===== src/rtl/csr_pkg.sv =====
`timescale 1ns/1ps
// csr_pkg
//  Shared definitions for the CSR access sequencer: SPI command opcodes,
//  the framing FSM state encoding, sticky error bit positions and the
//  arbiter grant indices.
//  Ports: none (package).
package csr_pkg;

    // Opcode field in bits [7:6] of an SPI command byte
    localparam logic [1:0] OP_NOP   = 2'b00;
    localparam logic [1:0] OP_READ  = 2'b01;
    localparam logic [1:0] OP_WRITE = 2'b10;
    localparam logic [1:0] OP_RSVD  = 2'b11;

    // Command framing FSM
    typedef enum logic [1:0] {
        S_CMD    = 2'd0,  // waiting for a command byte
        S_DATA   = 2'd1,  // write command seen, waiting for its data byte
        S_PEND   = 2'd2,  // framed command waiting for its RAM slot
        S_RDWAIT = 2'd3   // read issued, RAM data returns this cycle
    } state_t;

    // Bit positions inside the sticky err vector
    localparam int ERR_BAD_CMD = 0;
    localparam int ERR_OVERRUN = 1;
    localparam int ERR_TIMEOUT = 2;

    // Requester slots on the 2-way arbiter
    localparam int GNT_SPI = 0;
    localparam int GNT_INT = 1;

endpackage


===== src/rtl/csr_rr_arb2.sv =====
`timescale 1ns/1ps
// csr_rr_arb2
//  Two-way round-robin arbiter. A lone requester is granted in the same
//  cycle; when both request, the one that was not granted most recently
//  wins. The last-grant flop resets to the internal slot so the SPI side
//  wins the first tie after reset.
//  Ports:
//   clk, rst   clock, asynchronous active-high reset
//   req[1:0]   request vector (GNT_SPI / GNT_INT slots)
//   gnt[1:0]   one-hot grant, combinational from req and last-grant
import csr_pkg::*;

module csr_rr_arb2 (
    input  logic       clk,
    input  logic       rst,
    input  logic [1:0] req,
    output logic [1:0] gnt
);

    logic last_int;  // 1: internal slot received the most recent grant

    always_comb begin
        gnt = 2'b00;
        if (req[GNT_SPI] && req[GNT_INT]) begin
            if (last_int) gnt[GNT_SPI] = 1'b1;
            else          gnt[GNT_INT] = 1'b1;
        end else if (req[GNT_SPI]) begin
            gnt[GNT_SPI] = 1'b1;
        end else if (req[GNT_INT]) begin
            gnt[GNT_INT] = 1'b1;
        end
    end

    always_ff @(posedge clk or posedge rst) begin
        if (rst)       last_int <= 1'b1;
        else if (|gnt) last_int <= gnt[GNT_INT];
    end

endmodule


===== src/rtl/csr_access_sched.sv =====
`timescale 1ns/1ps
// csr_access_sched
//  Sequences every access to the single-port CSR RAM. SPI bytes are framed
//  into commands ({op[1:0],addr[5:0]} plus a data byte for writes) and
//  arbitrated round-robin against the internal status-writeback requester.
//  Read data is returned to SPI or the internal port; protocol problems
//  are collected in a sticky error vector.
//
//  Optional feature: define CSR_FRAME_TIMEOUT_EN to abandon a write whose
//  data byte does not arrive within TIMEOUT cycles (sets err[2]). Without
//  it the FSM waits in S_DATA indefinitely and err[2] stays 0.
//
//  Ports:
//   clk, rst                 clock, asynchronous active-high reset
//   spi_byte, spi_vld        received SPI byte and its 1-cycle strobe
//   spi_rsp, spi_rsp_vld     read data to SPI and its 1-cycle strobe
//   int_req/we/addr/wdata    internal request (held until int_gnt)
//   int_gnt                  internal access issued this cycle
//   int_rdata, int_rvld      internal read data, 1 cycle after int_gnt
//   csr_en/we/addr/wdata     CSR RAM access, combinational from the grant
//   csr_rdata                RAM read data, 1 cycle after a read
//   err                      sticky {timeout, overrun, bad_cmd}
//
//  Handshake: int_req is a level request held until int_gnt; int_gnt is a
//  one-cycle acknowledgement that the access was issued in that cycle, and
//  int_req may drop (or present the next request) on the following cycle.
//  spi_vld is a strobe with no back-pressure: bytes arriving while a
//  command is still in flight are dropped and flagged as overrun.
import csr_pkg::*;

module csr_access_sched #(
    parameter int ADDR_WIDTH = 6,
    parameter int DATA_WIDTH = 8,
    parameter int DEPTH      = 32,
    parameter int TIMEOUT    = 255
) (
    input  logic                  clk,
    input  logic                  rst,
    input  logic [DATA_WIDTH-1:0] spi_byte,
    input  logic                  spi_vld,
    output logic [DATA_WIDTH-1:0] spi_rsp,
    output logic                  spi_rsp_vld,
    input  logic                  int_req,
    input  logic                  int_we,
    input  logic [ADDR_WIDTH-1:0] int_addr,
    input  logic [DATA_WIDTH-1:0] int_wdata,
    output logic                  int_gnt,
    output logic [DATA_WIDTH-1:0] int_rdata,
    output logic                  int_rvld,
    output logic                  csr_en,
    output logic                  csr_we,
    output logic [ADDR_WIDTH-1:0] csr_addr,
    output logic [DATA_WIDTH-1:0] csr_wdata,
    input  logic [DATA_WIDTH-1:0] csr_rdata,
    output logic [2:0]            err
);

    localparam logic [ADDR_WIDTH:0] DEPTH_LIM = (ADDR_WIDTH + 1)'(DEPTH);

    state_t                state, state_nxt;
    logic                  cmd_we;      // framed command is a write
    logic [ADDR_WIDTH-1:0] cmd_addr;    // held through S_RDWAIT for rsp gating
    logic [DATA_WIDTH-1:0] cmd_wdata;
    logic                  cmd_ld, data_ld;
    logic [2:0]            err_q, err_set;
    logic                  err_clr;
    logic                  int_rd_pend, int_rd_bad;
    logic [1:0]            req, gnt;
    logic                  spi_addr_bad, int_addr_bad;
    logic [1:0]            spi_op;

    assign spi_op       = spi_byte[DATA_WIDTH-1 -: 2];
    assign spi_addr_bad = {1'b0, cmd_addr} >= DEPTH_LIM;
    assign int_addr_bad = {1'b0, int_addr} >= DEPTH_LIM;

    assign req[GNT_SPI] = (state == S_PEND);
    assign req[GNT_INT] = int_req;

    csr_rr_arb2 u_arb (
        .clk (clk),
        .rst (rst),
        .req (req),
        .gnt (gnt)
    );

`ifdef CSR_FRAME_TIMEOUT_EN
    localparam logic [7:0] TO_LAST = 8'(TIMEOUT - 1);
    logic [7:0] to_cnt;  // cycles spent in S_DATA; held at 0 elsewhere

    always_ff @(posedge clk or posedge rst) begin
        if (rst)                  to_cnt <= '0;
        else if (state != S_DATA) to_cnt <= '0;
        else                      to_cnt <= to_cnt + 8'd1;
    end
`endif

    // Next state, command capture strobes and error events
    always_comb begin
        state_nxt = state;
        cmd_ld    = 1'b0;
        data_ld   = 1'b0;
        err_set   = '0;
        err_clr   = 1'b0;
        case (state)
            S_CMD: begin
                if (spi_vld) begin
                    case (spi_op)
                        OP_WRITE: begin
                            state_nxt = S_DATA;
                            cmd_ld    = 1'b1;
                        end
                        OP_READ: begin
                            state_nxt = S_PEND;
                            cmd_ld    = 1'b1;
                        end
                        OP_RSVD: err_set[ERR_BAD_CMD] = 1'b1;
                        OP_NOP:  err_clr = (spi_byte == '0);
                        default: err_clr = 1'b0;
                    endcase
                end
            end
            S_DATA: begin
                if (spi_vld) begin
                    state_nxt = S_PEND;
                    data_ld   = 1'b1;
                end
`ifdef CSR_FRAME_TIMEOUT_EN
                else if (to_cnt == TO_LAST) begin
                    state_nxt             = S_CMD;
                    err_set[ERR_TIMEOUT]  = 1'b1;
                end
`endif
            end
            S_PEND: begin
                err_set[ERR_OVERRUN] = spi_vld;
                if (gnt[GNT_SPI]) state_nxt = cmd_we ? S_CMD : S_RDWAIT;
            end
            S_RDWAIT: begin
                err_set[ERR_OVERRUN] = spi_vld;
                state_nxt            = S_CMD;
            end
            default: state_nxt = S_CMD;
        endcase
        // Out-of-range accesses are still granted (keeps the timing of the
        // response strobes) but never reach the RAM.
        if ((gnt[GNT_SPI] && spi_addr_bad) || (gnt[GNT_INT] && int_addr_bad))
            err_set[ERR_BAD_CMD] = 1'b1;
    end

    // RAM port driven straight from the grant of this cycle
    always_comb begin
        csr_en    = 1'b0;
        csr_we    = 1'b0;
        csr_addr  = '0;
        csr_wdata = '0;
        if (gnt[GNT_SPI] && !spi_addr_bad) begin
            csr_en    = 1'b1;
            csr_we    = cmd_we;
            csr_addr  = cmd_addr;
            csr_wdata = cmd_we ? cmd_wdata : '0;
        end else if (gnt[GNT_INT] && !int_addr_bad) begin
            csr_en    = 1'b1;
            csr_we    = int_we;
            csr_addr  = int_addr;
            csr_wdata = int_we ? int_wdata : '0;
        end
    end

    always_ff @(posedge clk or posedge rst) begin
        if (rst) begin
            state       <= S_CMD;
            cmd_we      <= 1'b0;
            cmd_addr    <= '0;
            cmd_wdata   <= '0;
            err_q       <= '0;
            int_rd_pend <= 1'b0;
            int_rd_bad  <= 1'b0;
        end else begin
            state <= state_nxt;
            if (cmd_ld) begin
                cmd_we   <= (spi_op == OP_WRITE);
                cmd_addr <= spi_byte[ADDR_WIDTH-1:0];
            end
            if (data_ld) cmd_wdata <= spi_byte;
            // A new error in the same cycle as a clear survives the clear
            err_q       <= err_clr ? err_set : (err_q | err_set);
            int_rd_pend <= gnt[GNT_INT] & ~int_we;
            int_rd_bad  <= int_addr_bad;
        end
    end

    assign int_gnt     = gnt[GNT_INT];
    assign int_rvld    = int_rd_pend;
    assign int_rdata   = (int_rd_pend && !int_rd_bad) ? csr_rdata : '0;
    assign spi_rsp_vld = (state == S_RDWAIT);
    assign spi_rsp     = (state == S_RDWAIT && !spi_addr_bad) ? csr_rdata : '0;
    assign err         = err_q;

endmodule


===== config.mk =====
export PLATFORM = sky130hd
export DESIGN_NAME = csr_access_sched
export DESIGN_NICKNAME = d
export VERILOG_FILES = /design/src/rtl/csr_pkg.sv /design/src/rtl/csr_rr_arb2.sv /design/src/rtl/csr_access_sched.sv
export SDC_FILE = /design/constraint.sdc
export NUM_CORES = 1
export LEC_CHECK = 0
export ABC_AREA = 1
export ABC_CLOCK_PERIOD_IN_PS = 1400
export CAP_MARGIN = 0
export CORE_UTILIZATION = 36
export CTS_CLUSTER_SIZE = 30
export DETAILED_ROUTE_END_ITERATION = 6
export GPL_TIMING_DRIVEN = 0
export PLACE_DENSITY = 0.78
export SETUP_SLACK_MARGIN = 0.3
export SYNTH_ARGS = -nofsm -noshare
export SYNTH_HDL_FRONTEND = slang
export SYNTH_SLANG_ARGS = --single-unit

===== constraint.sdc =====
create_clock -name clk -period 1.4 [get_ports clk]
set_input_delay 0.28 -clock clk [delete_from_list [all_inputs] [get_ports clk]]
set_output_delay 0.28 -clock clk [all_outputs]
set_load 0.05 [all_outputs]

==> out/results.tsv <==
metric	value	unit
insertedDiodeCount	0	
routed-via-count	1910	
fillers	182	
worst-slew-pin-transition	0.513	ns
crit_path_cell_trace	buf_6, nand2_1, or2_4, clkbuf_16, buf_6, nor2_4, buf_6	
vias_in_the_first_global_route	1823	
critical_path.startpoint_type	flip-flop	
synth_compound_gate_area_share	0.0712	
max_cap_viol_count	0	
routed_wire_length_per_instance	18.0	um
critical_path_data_required_time	1.12	ns
yosysTopAreaCell	sky130_fd_sc_hd__dfrtp_1	
clock.fmax	490	MHz
place.port_buffers	69	
timing.final.ws_setup	-0.643	ns
rsz_0062_raised_after_global_routing	yes	
power.density_cell_area	1660	mW/mm^2
track_usage	0.273	
timing_hold_violations_final	0	
dr.first_iter.drc_count	93	
ctsHoldBuffers	0	
cts.clk_slew.worst_paths	0.09	ns
clkSinkCount	22	
cell_type_group_with_the_largest_total_delay_on_the_critical_path	buffers and inverters	
synth.avg_cell_area	6.62	um^2
final_period_minus_worst_setup_slack	2.04	ns
reg2reg_from	u_arb.last_int$_DFFE_PP1P_	
critPathKind	flip-flop to output port	
synth_area	0.00142	mm^2
synth_async_sr_flop_share	1.00	
final_design_area_no_fill	0.00320	mm^2
tritoncts.num_buffers	3	
slew_headroom	0.658	
core_region_area	0.00372	mm^2
violations	setup timing	
crit_path_max_fanout	6	
power.ir.vdd_worst	1.31	mV
fin_nets	359	
post_route_cells_drive_above_1_share	0.524	
finalMaxSlewViolations	0	
worst_path_largest_cell_delay	0.43	ns
tritoncts_clock_tree	built	
synthAdderAreaFrac	0.0351	
clock_insertion_delay_worst_skew	0.28	ns
ys_warn_count	0	
cts.root.buffer_cell	sky130_fd_sc_hd__clkbuf_8	
grt_first_pass_wirelength	8770	um
fp.dieW	64.9	um
drt_pass1_iterations	4	
initial_utilization	0.383	
fin_worst_hold_slack	0.392	ns
finalCoreUtilization	0.862	
synthFlopType	sky130_fd_sc_hd__dfrtp_1	
grt-ovfl-total	0	
grt_start_max_net_pins	23	
synth_top_area_frac	0.369	
total_leakage_power	1.59	nW
postSynthCellCount	215	
viasPerCell	5.20	
synthXorXnorAreaFrac	0	
status	finished with violations	
share_of_synthesized_area_spent_on_multiplexers	0	
ys_ff_latch	22	
cp_num_buf_inv	4	
multi_input_comb_area	0.00114	mm^2
cts.htree.levels	1	
postPlaceCellArea	0.00249	mm^2
cts_max_path_buffers	2	
drt_drc_violations_left	0	
dp_hpwl	2940	um
ant_nets	0	
gpl.final_weighted_congestion	0.830	
timing.critical_path.to_type	output port	
synth-edff-count	0	
die_area	0.00421	mm^2
synthMostInstantiatedCell	sky130_fd_sc_hd__nand2_1	
synthTopCellsByCount	sky130_fd_sc_hd__nand2_1, sky130_fd_sc_hd__inv_1, sky130_fd_sc_hd__nor2_1, sky130_fd_sc_hd__dfrtp_1, sky130_fd_sc_hd__o21ai_0	
timing.hold.worst.class	input pin to async pin	
die_h	64.9	um
grt_antenna_before_repair	0	
skew	0.00950	ns
design.portCount	73	
combinational_family_with_the_most_area_after_synthesis	simple AND/OR/NAND/NOR gates	
areaGrowthSynthToFinish	125	%
timing.critical_path.slowest_stage_cell	sky130_fd_sc_hd__dfrtp_2	
site_row_count	22	
synth.distinct_cells	21	
setup_violations	44	
worst-endpoint-arrival	1.76	ns
synth_top_cells_by_area	sky130_fd_sc_hd__dfrtp_1, sky130_fd_sc_hd__nand2_1, sky130_fd_sc_hd__inv_1	
critical-path-top-cell-by-count	sky130_fd_sc_hd__buf_6	
routed_wirelength	6610	um
critical_path_origin	state[1]$_DFFE_PP0P_	
synth.yosys.seq_area_share	0.388	
layout.area.seq	557	um^2
synthSimpleGateAreaFrac	0.358	
final_cycle_utilization_of_the_critical_path	1.46	
[state kept, by name, summed over array words and instances (netlist names)]
name,cells
cmd_addr,6
cmd_wdata,8
cmd_we,1
err,2
int_rd_bad,1
int_rvld,1
state,2
u_arb.last_int,1
[through the flow]
step                      power (mW)  setup WS, ns  cells  TNS (ns)
after floorplan                 2.63        -0.103    216     -1.76
after global placement          3.18         -1.20    333    -33.74
after detailed placement        3.22         -1.23    333    -34.38
after CTS                       4.60        -0.525    360    -11.05
after global routing            5.50        -0.671    367    -16.55
final                           5.31        -0.643    367    -14.51
[power breakdown]
group	internal [mW]	leakage, nW	switching, mW
Sequential	0.910	0.261	0.290
Combinational	1.52	1.29	1.97
Clock	0.383	0.0357	0.238
[final timing paths]
check / slack, ns / end / cells after the start
worst min register to register: 0.53 / cmd_addr[2]$_DFFE_PP0P_ / 2
max in group asynchronous: 0.67 / u_arb.last_int$_DFFE_PP1P_ / 2
worst max-delay path: -0.64 / spi_rsp[2] / 7
worst min-delay path: 0.39 / cmd_wdata[3]$_DFFE_PP0P_ / 2
min in group clk: 0.44 / int_rvld$_DFF_PP0_ / 2
worst max register to register: -0.19 / err[0]$_DFF_PP0_ / 12
[placed cells by master (no fill, tap or decap), types with 2 or more instances in the layout]
master                            instances
sky130_fd_sc_hd__nand3_2                  6
sky130_fd_sc_hd__clkbuf_8                 3
sky130_fd_sc_hd__buf_6                   38
sky130_fd_sc_hd__nor2_1                   3
sky130_fd_sc_hd__clkbuf_1                 2
sky130_fd_sc_hd__dfrtp_1                 17
sky130_fd_sc_hd__dfrtp_2                  4
sky130_fd_sc_hd__nand3_1                  5
sky130_fd_sc_hd__inv_1                   29
sky130_fd_sc_hd__nand2_2                  9
sky130_fd_sc_hd__nand2_4                 26
sky130_fd_sc_hd__clkdlybuf4s50_1         29
sky130_fd_sc_hd__o21ai_2                  3
sky130_fd_sc_hd__nand3_4                  4
sky130_fd_sc_hd__nand4_1                  2
sky130_fd_sc_hd__dlygate4sd2_1            4
sky130_fd_sc_hd__buf_4                   11
sky130_fd_sc_hd__nand2_1                 39
sky130_fd_sc_hd__nor2_2                   3
sky130_fd_sc_hd__ha_1                     4
sky130_fd_sc_hd__nor2_4                  21
sky130_fd_sc_hd__a21oi_1                  2
sky130_fd_sc_hd__buf_8                   22
sky130_fd_sc_hd__inv_2                    7
sky130_fd_sc_hd__conb_1                   2
sky130_fd_sc_hd__o21ai_0                  4
sky130_fd_sc_hd__o21ai_1                 10
[kinds of logic (layout without fill, tap and decap cells)]
kind of cell / count (synthesis) / count (layout)
buf+inv: 48 / 151
fa+ha+maj: 4 / 4
flops: 22 / 22
simple gates: 120 / 120
other cells: 1 / 2
compound gates: 20 / 20
[repair_timing]
item | in CTS | in global routing
buffers inserted | 19 | 7
resized for setup | 327 | 48
setup endpoints to repair | 56 | 56
gates cloned | 4 | 0
pin swaps | 18 | 12
[per-layer routing]
layer	GRT usage	wire length [um]	vias to the layer above	part of all wire
met5	0	0	-	0
met4	0.128	271	0	0.041
met1	0.330	2390	917	0.36
met3	0.0370	475	28	0.072
met2	0.473	3480	118	0.53
li1	-	-	847	-
[final cells by class]
class | instances | area share
Timing Repair Buffer | 99 | 0.349
Clock buffer | 3 | 0.0129
Sequential cell | 22 | 0.174
Tap cell | 48 | 0.0188
Multi-Input combinational cell | 146 | 0.357
Clock inverter | 1 | 0.00938
Inverter | 38 | 0.0465
Buffer | 10 | 0.0328
(Power assumes the default switching activity.)
